### src/rtl/video_timing_fmt.sv
// Video timing generator and pixel formatter: raster counters, look-ahead pixel
// requests, and a short pipeline that aligns sync/enable with formatted pixel data.
module video_timing_fmt #(
  parameter int H_DISP   = 1280,
  parameter int H_FRONT  = 110,
  parameter int H_SYNC   = 40,
  parameter int H_BACK   = 220,
  parameter int V_DISP   = 720,
  parameter int V_FRONT  = 5,
  parameter int V_SYNC   = 5,
  parameter int V_BACK   = 20,
  parameter bit HS_POL   = 1'b1,
  parameter bit VS_POL   = 1'b1,
  parameter int REQ_LEAD = 1
) (
  input  logic        pixel_clk,
  input  logic        sys_rst,
  input  logic [1:0]  mode,
  input  logic [15:0] pixel_data,
  output logic        data_req,
  output logic [10:0] pixel_xpos,
  output logic [10:0] pixel_ypos,
  output logic        video_hs,
  output logic        video_vs,
  output logic        video_de,
  output logic [23:0] video_rgb,
  output logic [15:0] frame_cnt
);

  localparam logic [11:0] H_TOTAL = 12'(H_SYNC + H_BACK + H_DISP + H_FRONT);
  localparam logic [11:0] V_TOTAL = 12'(V_SYNC + V_BACK + V_DISP + V_FRONT);
  localparam logic [11:0] H_SYNC_E = 12'(H_SYNC);
  localparam logic [11:0] V_SYNC_E = 12'(V_SYNC);
  localparam logic [11:0] H_ACT_S  = 12'(H_SYNC + H_BACK);
  localparam logic [11:0] H_ACT_E  = 12'(H_SYNC + H_BACK + H_DISP);
  localparam logic [11:0] V_ACT_S  = 12'(V_SYNC + V_BACK);
  localparam logic [11:0] V_ACT_E  = 12'(V_SYNC + V_BACK + V_DISP);
  localparam logic [11:0] BAR_W    = 12'(H_DISP / 8);

  // One pipeline entry: everything the output stage needs about a raster position.
  typedef struct packed {
    logic       de;
    logic       hs;
    logic       vs;
    logic [1:0] mode;
    logic [2:0] bar;
  } pipe_t;

  logic [11:0] h_cnt, v_cnt;
  logic [11:0] h_nxt, v_nxt;
  logic        h_act, h_act_n, v_act_n, req_n;
  logic        frame_start;
  logic        first_frame;
  logic [1:0]  mode_q;
  logic [11:0] bar_sub;
  logic [2:0]  bar_idx;
  pipe_t       stage_c;
  pipe_t       tail;

  always_comb begin
    h_nxt = h_cnt + 12'd1;
    v_nxt = v_cnt;
    if (h_cnt == H_TOTAL - 12'd1) begin
      h_nxt = '0;
      v_nxt = (v_cnt == V_TOTAL - 12'd1) ? '0 : v_cnt + 12'd1;
    end
  end

  assign h_act       = (h_cnt >= H_ACT_S) && (h_cnt < H_ACT_E);
  assign h_act_n     = (h_nxt >= H_ACT_S) && (h_nxt < H_ACT_E);
  assign v_act_n     = (v_nxt >= V_ACT_S) && (v_nxt < V_ACT_E);
  assign req_n       = h_act_n && v_act_n;
  assign frame_start = (h_cnt == '0) && (v_cnt == '0);

  // Request outputs are registered from the next counter values so that
  // data_req and the coordinates describe the position held in h_cnt/v_cnt.
  always_ff @(posedge pixel_clk) begin
    if (sys_rst) begin
      h_cnt       <= '0;
      v_cnt       <= '0;
      data_req    <= 1'b0;
      pixel_xpos  <= '0;
      pixel_ypos  <= '0;
      mode_q      <= '0;
      frame_cnt   <= '0;
      first_frame <= 1'b1;
    end else begin
      h_cnt      <= h_nxt;
      v_cnt      <= v_nxt;
      data_req   <= req_n;
      pixel_xpos <= req_n ? 11'(h_nxt - H_ACT_S) : '0;
      pixel_ypos <= req_n ? 11'(v_nxt - V_ACT_S) : '0;
      if (frame_start) begin
        mode_q <= mode;
        if (first_frame) first_frame <= 1'b0;
        else             frame_cnt   <= frame_cnt + 16'd1;
      end
    end
  end

  // Colour-bar index tracks x of the current position without a divider.
  always_ff @(posedge pixel_clk) begin
    if (sys_rst) begin
      bar_sub <= '0;
      bar_idx <= '0;
    end else if (h_nxt == H_ACT_S) begin
      bar_sub <= '0;
      bar_idx <= '0;
    end else if (h_act) begin
      if (bar_sub == BAR_W - 12'd1) begin
        bar_sub <= '0;
        bar_idx <= bar_idx + 3'd1;
      end else begin
        bar_sub <= bar_sub + 12'd1;
      end
    end
  end

  always_comb begin
    stage_c      = '0;
    stage_c.de   = data_req;
    stage_c.hs   = (h_cnt < H_SYNC_E);
    stage_c.vs   = (v_cnt < V_SYNC_E);
    stage_c.mode = mode_q;
    stage_c.bar  = bar_idx;
  end

  // The mode travels with each position, so in-flight pixels keep their frame's format.
  if (REQ_LEAD == 0) begin : g_no_lead
    assign tail = stage_c;
  end else begin : g_lead
    pipe_t pipe_q [REQ_LEAD];
    always_ff @(posedge pixel_clk) begin
      if (sys_rst) begin
        for (int i = 0; i < REQ_LEAD; i++) pipe_q[i] <= '0;
      end else begin
        pipe_q[0] <= stage_c;
        for (int i = 1; i < REQ_LEAD; i++) pipe_q[i] <= pipe_q[i-1];
      end
    end
    assign tail = pipe_q[REQ_LEAD-1];
  end

  function automatic logic [23:0] fmt_pixel(input logic [15:0] p, input logic [1:0] m,
                                            input logic [2:0] bar);
    fmt_pixel = '0;
    case (m)
      2'd0:    fmt_pixel = {p[15:11], 3'b0, p[10:5], 2'b0, p[4:0], 3'b0};
      2'd1:    fmt_pixel = {p[15:11], p[15:13], p[10:5], p[10:9], p[4:0], p[4:2]};
      2'd2:    fmt_pixel = {3{p[7:0]}};
      default: fmt_pixel = {{8{~bar[1]}}, {8{~bar[2]}}, {8{~bar[0]}}};
    endcase
  endfunction

  always_ff @(posedge pixel_clk) begin
    if (sys_rst) begin
      video_de  <= 1'b0;
      video_hs  <= ~HS_POL;
      video_vs  <= ~VS_POL;
      video_rgb <= '0;
    end else begin
      video_de  <= tail.de;
      video_hs  <= tail.hs ? HS_POL : ~HS_POL;
      video_vs  <= tail.vs ? VS_POL : ~VS_POL;
      video_rgb <= tail.de ? fmt_pixel(pixel_data, tail.mode, tail.bar) : '0;
    end
  end

endmodule

### config.mk
export PLATFORM = sky130hd
export DESIGN_NAME = video_timing_fmt
export DESIGN_NICKNAME = d
export VERILOG_FILES = /design/src/rtl/video_timing_fmt.sv
export SDC_FILE = /design/constraint.sdc
export NUM_CORES = 1
export LEC_CHECK = 0
export CORE_ASPECT_RATIO = 0.6
export CORE_MARGIN = 8
export CORE_UTILIZATION = 45
export CTS_CLUSTER_SIZE = 16
export DETAILED_ROUTE_END_ITERATION = 8
export DONT_BUFFER_PORTS = 1
export PLACE_DENSITY_LB_ADDON = 0.05
export RECOVER_POWER = 100
export SYNTH_ARGS = -nofsm -noshare
export SYNTH_HDL_FRONTEND = slang
export SYNTH_SLANG_ARGS = --single-unit
### constraint.sdc
create_clock -name pixel_clk -period 4.3 [get_ports pixel_clk]
set_input_delay 0.645 -clock pixel_clk [delete_from_list [all_inputs] [get_ports pixel_clk]]
set_output_delay 0.645 -clock pixel_clk [all_outputs]
set_load 0.01 [all_outputs]
==> results of run 1 <==
cell families after synthesis:
logic type               count (synthesis)  share of synthesized area, %
AND/OR/NAND/NOR                        297                          26.7
flip-flops                             116                          40.9
AO/OA/AOI/OAI                          112                          14.3
buffers and inverters                   63                          4.43
XOR/XNOR                                62                          9.56
adder cells (fa/ha/maj)                 15                          3.30
multiplexers                             5                         0.903
worst paths after layout:
check / start / to
max reg2reg: h_cnt[0] / pixel_ypos[4]
min reg2reg: g_lead.pipe_q[0][5] / video_vs
max: h_cnt[0] / pixel_ypos[4]
min: sys_rst / v_cnt[9]
layer usage:
layer,global-route usage [%],up-vias,wire (um)
li1,-,2345,-
met1,30.4,2285,8440
met2,24.8,220,6090
met3,7.50,12,1740
met4,5.31,0,123
met5,0,-,0
layout make-up:
cell class	instances	area, um2	area share (%)
sequential	116	2320	36.5
timing repair buffer	14	93.8	1.48
multi-input combinational	491	3080	48.5
inverter	17	63.8	1.00
clock inverter	15	158	2.48
clock buffer	17	425	6.70
tap	165	206	3.25
where the power goes:
| part | internal, W | total [W] | switching, W |
|---|---|---|---|
| Clock | 0.000822 | 0.00140 | 0.000574 |
| Combinational | 0.0000579 | 0.000148 | 0.0000905 |
| Sequential | 0.00109 | 0.00111 | 0.0000233 |
| Total | 0.00197 | 0.00266 | 0.000688 |
Yosys cell counts, drive strengths merged (16+ instances only):
master / count
xnor2: 24
xor2: 38
nor3: 20
nand2: 42
inv: 17
nand3: 20
a21oi: 28
a311oi: 22
clkbuf: 35
nand4: 16
nor2: 105
dfxtp: 116
nand2b: 17
critical path: cells and delay by family, from the launching register on:
family                     cells  cell delay (ns)
and+or+nand+nor                4             1.96
DFF                            1             0.48
adders and majority gates      2             0.47
AOI/OAI and AO/OA              4             0.91
flip-flops by register name, summed over array words and instances, names as in the netlist:
register,flops
frame_cnt,16
video_rgb,24
g_lead.pipe_q,8
data_req,1
pixel_xpos,11
first_frame,1
video_de,1
v_cnt,12
mode_q,2
h_cnt,12
video_hs,1
bar_idx,3
pixel_ypos,11
video_vs,1
bar_sub,12
per-stage QoR:
step                      setup WS, ns  hold WS, ns  instance area, um2  utilization [%]
after global placement           0.579        0.423                5810             47.7
after global routing             0.102        0.288                6350             52.2
after floorplan                  0.620        0.414                5680                -
after detailed placement         0.450        0.432                5810             47.7
after CTS                        0.423        0.287                6390             52.5
final                            0.383        0.301                6350             52.2
==> results.yml, run 1 <==
yosys:
  async_reset_ff_share_pct: 0
  synth_fp_nets: 705
  synth-seq-area-share_pct: 40.9
  syn-cell-area_um2: 5680
  syn_inst: 670
  synthFlopType: "dfxtp_1"
  synthDistinctLibCells: 69
  synth_area_leaders: "dfxtp_1, nor2_1, xor2_1"
  ys_warn_count: 0
  yosysTopAreaCell: "dfxtp_1"
  avgSynthCellArea_um2: 8.48
  synth.top_cell.area_share_pct: 40.9
  synth_edf_count: 0
  ys_ff_latch: 116
critical_path:
  regToRegSetupSlack_ns: 0.38
  cpPeakStageDelay_ns: 0.60
  reg2regPathDepth: 10
  cp-start-kind: "flop"
  crit_type: "reg2reg"
  critPathCaptureType: "flop"
  path_max_fanout: 20
  worstPathArrival_ns: 4.25
  cp.required_ns: 4.63
  path_cells: "ha_1, or4b_1, or3_4, a22oi_1, ha_1, and3_1, o21bai_1, a211oi_1, or4_4, a211oi_1"
  slowest_stage: "or4_4"
timing:
  fin_crit_ns: 3.92
  rsz0062_at_grt: "no"
  hold_violations: 0
  max_freq_ghz: 0.255
  fin_crit_sh_pct: 91.1
  setup_violations: 0
  max_slew_margin_pct: 21.6
  fin_skew_ns: 0.0106
  final.setup.tns_ns: 0
  worst_pin_slew_ns: 1.17
  slew_violations: 0
clock_network:
  clk_path_buf_depth: 2
  cts_buffers: 17
  post-cts-setup-buffers: 0
  cts_resized: 0
  clock-root-buffer: "clkbuf_16"
  ctsHoldBuffers: 0
  clk_pin_slew_worst_paths_ns: 0.06
  cts.sinks: 116
  cts_tree: "done"
  clk_latency_ns: 0.42
  cts_max_level: 4
run:
  maxCapViolCount: 0
worst_hold_path:
  min_path_cells: 1
  min_path_type: "in2reg"
cells_and_area:
  fin_nets: 692
  area.growth.synth_to_final_pct: 11.8
  mostFrequentLayoutCell: "dfxtp_1"
  nFillCells: 1180
  stdcell_count: 835
  most-common-layout-cells: "dfxtp_1, nor2_1, nand2_1, xor2_1, a21oi_1"
  diodes: 0
  drive_gt1_share_pct: 7.76
grt:
  grt_pass1_vias: 4445
  antenna_found_initial: 0
  grt_overflow_total: 0
  track_usage_pct: 20.0
  grt_max_degree: 49
  grt_pass1_wl_um: 25800
detailed_routing:
  routed_wl_um: 16400
  first_iter_violations: 517
  detail_route.vias_per_cell: 5.82
  drt-pass1-iter-count: 5
  via_count: 4862
  avgRoutedWirePerCell_um: 19.6
  ant_nets: 0
  drc_errors: 0
place:
  dp.cells: 803
  dp_hpwl_um: 12100
  port_buffers: 0
  gp_congestion: 0.935
power_and_ir_drop:
  leakagePower_nw: 2.40
  p_per_area_nw_per_um2: 418
  finalPower_w: 0.00266
  ir_worst_vdd_uv: 245
floorplan:
  fp.dieW_um: 161
  die_h_um: 103
  start_util_pct: 46.7
  row_count: 31
  core-area_um2: 12200
  ioPinCount: 86
  dieArea_um2: 16600
status:
  outcome: "finished, final reports clean"
No activity file was read; power rests on OpenSTA's default activity.
==> run 2: changes to the inputs <==
--- a/config.mk
+++ b/config.mk
@@ -11,7 +11,7 @@
 export CTS_CLUSTER_SIZE = 16
 export DETAILED_ROUTE_END_ITERATION = 8
 export DONT_BUFFER_PORTS = 1
-export PLACE_DENSITY_LB_ADDON = 0.05
+export PLACE_DENSITY = 0.62
 export RECOVER_POWER = 100
 export SYNTH_ARGS = -nofsm -noshare
 export SYNTH_HDL_FRONTEND = slang
==> results.yml, run 2 (synthesized netlist as in run 1, its figures left out) <==
floorplan:
  die_h_um: 103
  ioPinCount: 86
  fp.dieW_um: 161
  dieArea_um2: 16600
  core-area_um2: 12200
  row_count: 31
  start_util_pct: 46.7
timing:
  fin_skew_ns: 0.0113
  max_freq_ghz: 0.254
  worst_pin_slew_ns: 1.16
  setup_violations: 0
  hold_violations: 0
  rsz0062_at_grt: "no"
  fin_crit_ns: 3.94
  fin_crit_sh_pct: 91.6
  final.setup.tns_ns: 0
  slew_violations: 0
  max_slew_margin_pct: 22.3
  hold_ws_ns: 0.306
run:
  maxCapViolCount: 0
cells_and_area:
  post-route-util_pct: 52.7
  multiInputGateArea_um2: 3080
  regArea_um2: 2320
  mostFrequentLayoutCell: "dfxtp_1"
  fin_nets: 690
  largest_reg_flops: 24
  regMostFlops: "video_rgb"
  area.growth.synth_to_final_pct: 13.0
  diodes: 0
  largestRegisters: "video_rgb: 24 flops, frame_cnt: 16 flops"
  most-common-layout-cells: "dfxtp_1, nor2_1, nand2_1, xor2_1, a21oi_1"
  drive_gt1_share_pct: 7.34
  nFillCells: 1128
critical_path:
  path_max_fanout: 20
  worst-path-stages: 10
  crit_type: "reg2reg"
  worstPathArrival_ns: 4.26
  cp.required_ns: 4.62
  reg2regPathDepth: 10
  cpPeakStageDelay_ns: 0.60
  crit_start: "h_cnt[0]"
  path_cells: "ha_1, or4b_1, or3_4, a22oi_1, ha_1, and3_1, o21bai_1, a211oi_1, or4_4, a211oi_1"
  cp-start-kind: "flop"
  regToRegSetupSlack_ns: 0.36
  timing.rr.end: "pixel_ypos[4]"
  critical_path.n_buffers_inverters: 0
  critPathCaptureType: "flop"
  rr_startpoint: "h_cnt[0]"
  slowest_stage: "or4_4"
  cp-endpoint: "pixel_ypos[4]"
  cp_top_family: "simple AND/OR/NAND/NOR gates"
detailed_routing:
  ant_nets: 0
  routed_wl_um: 16100
  drc_errors: 0
  avgRoutedWirePerCell_um: 19.3
  detail_route.vias_per_cell: 5.95
  first_iter_violations: 767
  drt-pass1-iter-count: 5
  via_count: 4958
clock_network:
  ctsHoldBuffers: 0
  clk_latency_ns: 0.42
  cts_buffers: 17
  post-cts-setup-buffers: 0
  cts_max_level: 4
  clk_path_buf_depth: 2
  clk_pin_slew_worst_paths_ns: 0.06
  cts_tree: "done"
  cts.sinks: 116
  cts_resized: 0
  clock-root-buffer: "clkbuf_16"
grt:
  grt_pass1_vias: 4474
  antenna_found_initial: 0
  grt_max_degree: 49
  grt_pass1_wl_um: 25300
  grt_overflow_total: 0
  track_usage_pct: 19.4
place:
  gp_congestion: 0.940
  dp_hpwl_um: 11700
  port_buffers: 0
status:
  outcome: "finished, final reports clean"
power_and_ir_drop:
  leakagePower_nw: 2.43
  p_per_area_nw_per_um2: 445
  ir_worst_vdd_uv: 243
worst_hold_path:
  min_path_cells: 1
  min_path_type: "in2reg"
run 2: cell count changes in the layout (fill, tap and decap cells not counted):
cell        delta
bufinv_16      +4
clkinv_4       +4
inv_6          -4
buf_4          -3
inv_8          -2
and2_0         +1
and2_1         -1
clkbuf_1       +1
clkinv_2       -1
clkinvlp_4     -1
run 2: worst min path at each step:
stage                   startpoint        to  slack (ns)
6_report                   sys_rst  v_cnt[5]        0.31
5_1_grt                    sys_rst  v_cnt[6]        0.28
4_1_cts                    sys_rst  v_cnt[6]        0.29
3_5_place_dp   g_lead.pipe_q[0][5]  video_vs        0.42
3_3_place_gp   g_lead.pipe_q[0][5]  video_vs        0.43
2_1_floorplan  g_lead.pipe_q[0][6]  video_hs        0.41
run 2: layout make-up:
| type | count | area share (%) |
|---|---|---|
| repair buffers | 12 | 1.17 |
| inverters | 17 | 0.994 |
| clock inverters | 15 | 3.78 |
| flip-flops and latches | 116 | 36.2 |
| clock buffers | 17 | 6.63 |
| well taps | 165 | 3.22 |
| multi-input cells | 491 | 48.0 |
run 2: worst register-to-register path, stage by stage (launching register included):
cell and delay (ns):
dfxtp_1 0.49, ha_1 0.21, or4b_1 0.57, or3_4 0.53, a22oi_1 0.34, ha_1 0.27, and3_1 0.26, o21bai_1 0.17
a211oi_1 0.14, or4_4 0.60, a211oi_1 0.28
run 2: stage by stage:
step	setup slack, ns	power (W)	instances	cell area (um2)
2_1_floorplan	0.620	0.00125	670	5680
3_3_place_gp	0.640	0.00128	801	5790
3_5_place_dp	0.437	0.00128	801	5790
4_1_cts	0.414	0.00288	833	6460
5_1_grt	0.210	0.00295	833	6420
6_report	0.360	0.00285	833	6420
run 2: report_power, final:
part           internal [W]  total [W]  switching [W]  leakage, nW
logic             0.0000564   0.000144      0.0000878         1.16
clock network       0.00105    0.00160       0.000551        0.326
registers           0.00109    0.00111      0.0000238        0.937
run 2: metal layers:
metal / GRT usage (%) / up-vias / wire [um]
li1: - / 2353 / -
met1: 27.8 / 2337 / 7710
met2: 25.0 / 251 / 6360
met3: 8.21 / 17 / 1880
met4: 6.72 / 0 / 163
met5: 0 / - / 0
==> run 3: changes to the inputs <==
--- a/config.mk
+++ b/config.mk
@@ -11,6 +11,8 @@
 export CTS_CLUSTER_SIZE = 16
 export DETAILED_ROUTE_END_ITERATION = 8
 export DONT_BUFFER_PORTS = 1
+export HOLD_SLACK_MARGIN = 0.06
+export MAX_ROUTING_LAYER = met4
 export PLACE_DENSITY = 0.62
 export RECOVER_POWER = 100
 export SYNTH_ARGS = -nofsm -noshare
==> results.yml, run 3 (synthesized netlist as in run 1, its figures left out) <==
timing:
  max_slew_margin_pct: 24.1
  max_freq_ghz: 0.248
  setup_violations: 0
  final.setup.tns_ns: 0
  fin_crit_sh_pct: 93.8
  slew_violations: 0
  worst_pin_slew_ns: 1.13
  fin_skew_ns: 0.0121
  fin_ws_ns: 0.266
  rsz0062_at_grt: "no"
  fin_crit_ns: 4.03
  hold_violations: 0
clock_network:
  cts_buffers: 17
  clk_latency_ns: 0.41
  post-cts-setup-buffers: 0
  cts_resized: 0
  ctsHoldBuffers: 0
  cts_max_level: 4
  clk_pin_slew_worst_paths_ns: 0.06
  cts_tree: "done"
  cts.sinks: 116
  clock-root-buffer: "clkbuf_16"
  clk_path_buf_depth: 2
cells_and_area:
  fin_area_um2: 6360
  diodes: 0
  largestRegisters: "video_rgb: 24 flops, frame_cnt: 16 flops"
  mostFrequentLayoutCell: "dfxtp_1"
  fin_nets: 690
  largest_reg_flops: 24
  area.growth.synth_to_final_pct: 11.8
  most-common-layout-cells: "dfxtp_1, nor2_1, nand2_1, xor2_1, a21oi_1"
  regMostFlops: "video_rgb"
  stdcell_count: 833
  drive_gt1_share_pct: 7.19
floorplan:
  core-area_um2: 12200
  row_count: 31
  die_h_um: 103
  ioPinCount: 86
  start_util_pct: 46.7
  fp.dieW_um: 161
  dieArea_um2: 16600
grt:
  antenna_found_initial: 0
  track_usage_pct: 19.5
  grt_max_degree: 49
  grt_overflow_total: 0
  grt_pass1_wl_um: 24700
  grt_pass1_vias: 4438
place:
  post-place-ws_ns: 0.392
  place_area_um2: 5790
  dp_hpwl_um: 11600
  gp_congestion: 0.968
  port_buffers: 0
  dp.cells: 801
critical_path:
  critPathCaptureType: "flop"
  path_max_fanout: 20
  worstPathArrival_ns: 4.31
  reg2regPathDepth: 8
  timing.rr.end: "pixel_ypos[4]"
  regToRegSetupSlack_ns: 0.27
  cp-start-kind: "flop"
  cp.required_ns: 4.57
  crit_type: "reg2reg"
  rr_startpoint: "v_cnt[4]"
power_and_ir_drop:
  ir_worst_vdd_uv: 270
  leakagePower_nw: 2.40
  finalPower_w: 0.00271
  p_per_area_nw_per_um2: 427
worst_hold_path:
  min_path_cells: 1
  min_path_type: "in2reg"
  hold_end: "h_cnt[8]"
  min_from: "sys_rst"
run:
  maxCapViolCount: 0
detailed_routing:
  ant_nets: 0
  drt-pass1-iter-count: 5
  drc_errors: 0
  detail_route.vias_per_cell: 5.85
  first_iter_violations: 594
  via_count: 4877
  avgRoutedWirePerCell_um: 19.0
  routed_wl_um: 15800
status:
  outcome: "finished, final reports clean"
-- run 3: cell count changes in the layout (fill, tap and decap cells not counted) --
cell and change:
and2_0 -1, and2_1 +1, buf_4 -1, bufinv_16 -3
clkbuf_1 +1, clkinv_4 -4, clkinvlp_4 +1, inv_6 +4
inv_8 +2
-- run 3: through the flow --
step	util, %	hold slack, ns
final	52.2	0.311
after global routing	52.2	0.293
after CTS	52.5	0.297
after detailed placement	47.6	0.430
after global placement	47.6	0.425
after floorplan	-	0.414
-- run 3: metal layers --
metal | vias up | global-route usage (%) | wire, um
li1 | 2348 | - | -
met4 | 0 | 5.80 | 149
met3 | 17 | 7.46 | 1890
met2 | 240 | 24.7 | 6070
met1 | 2272 | 27.3 | 7710
met5 | - | - | 0
-- run 3: worst max path at each step --
stage	start	to	slack, ns
final	v_cnt[4]	pixel_ypos[4]	0.27
after global routing	h_cnt[1]	pixel_ypos[4]	0.07
after CTS	h_cnt[1]	pixel_ypos[4]	0.36
after detailed placement	h_cnt[1]	pixel_ypos[4]	0.39
after global placement	h_cnt[1]	pixel_ypos[4]	0.52
after floorplan	h_cnt[0]	pixel_ypos[4]	0.62
-- run 3: where the power goes --
part           switching [W]  total (W)  internal [W]
Clock               0.000570    0.00145      0.000883
Sequential         0.0000201    0.00111       0.00109
Combinational      0.0000918   0.000149     0.0000569
Total               0.000682    0.00271       0.00203
-- run 3: final cells by class --
class | count | area, um2
Tap cell | 165 | 206
Clock buffer | 17 | 425
Clock inverter | 15 | 183
Inverter | 17 | 63.8
Multi-Input combinational cell | 491 | 3080
Sequential cell | 116 | 2320
Timing Repair Buffer | 12 | 71.3
Fill cell | 1141 | 5820
-- run 3: critical path, stage by stage, from the launching register on --
cell       delay (ns)
dfxtp_1          0.45
or4_1            0.59
nor4_1           0.66
clkbuf_1         0.45
o21ai_0          0.17
a211o_1          0.40
a2111oi_1        0.66
or4_4            0.42
a211oi_1         0.08
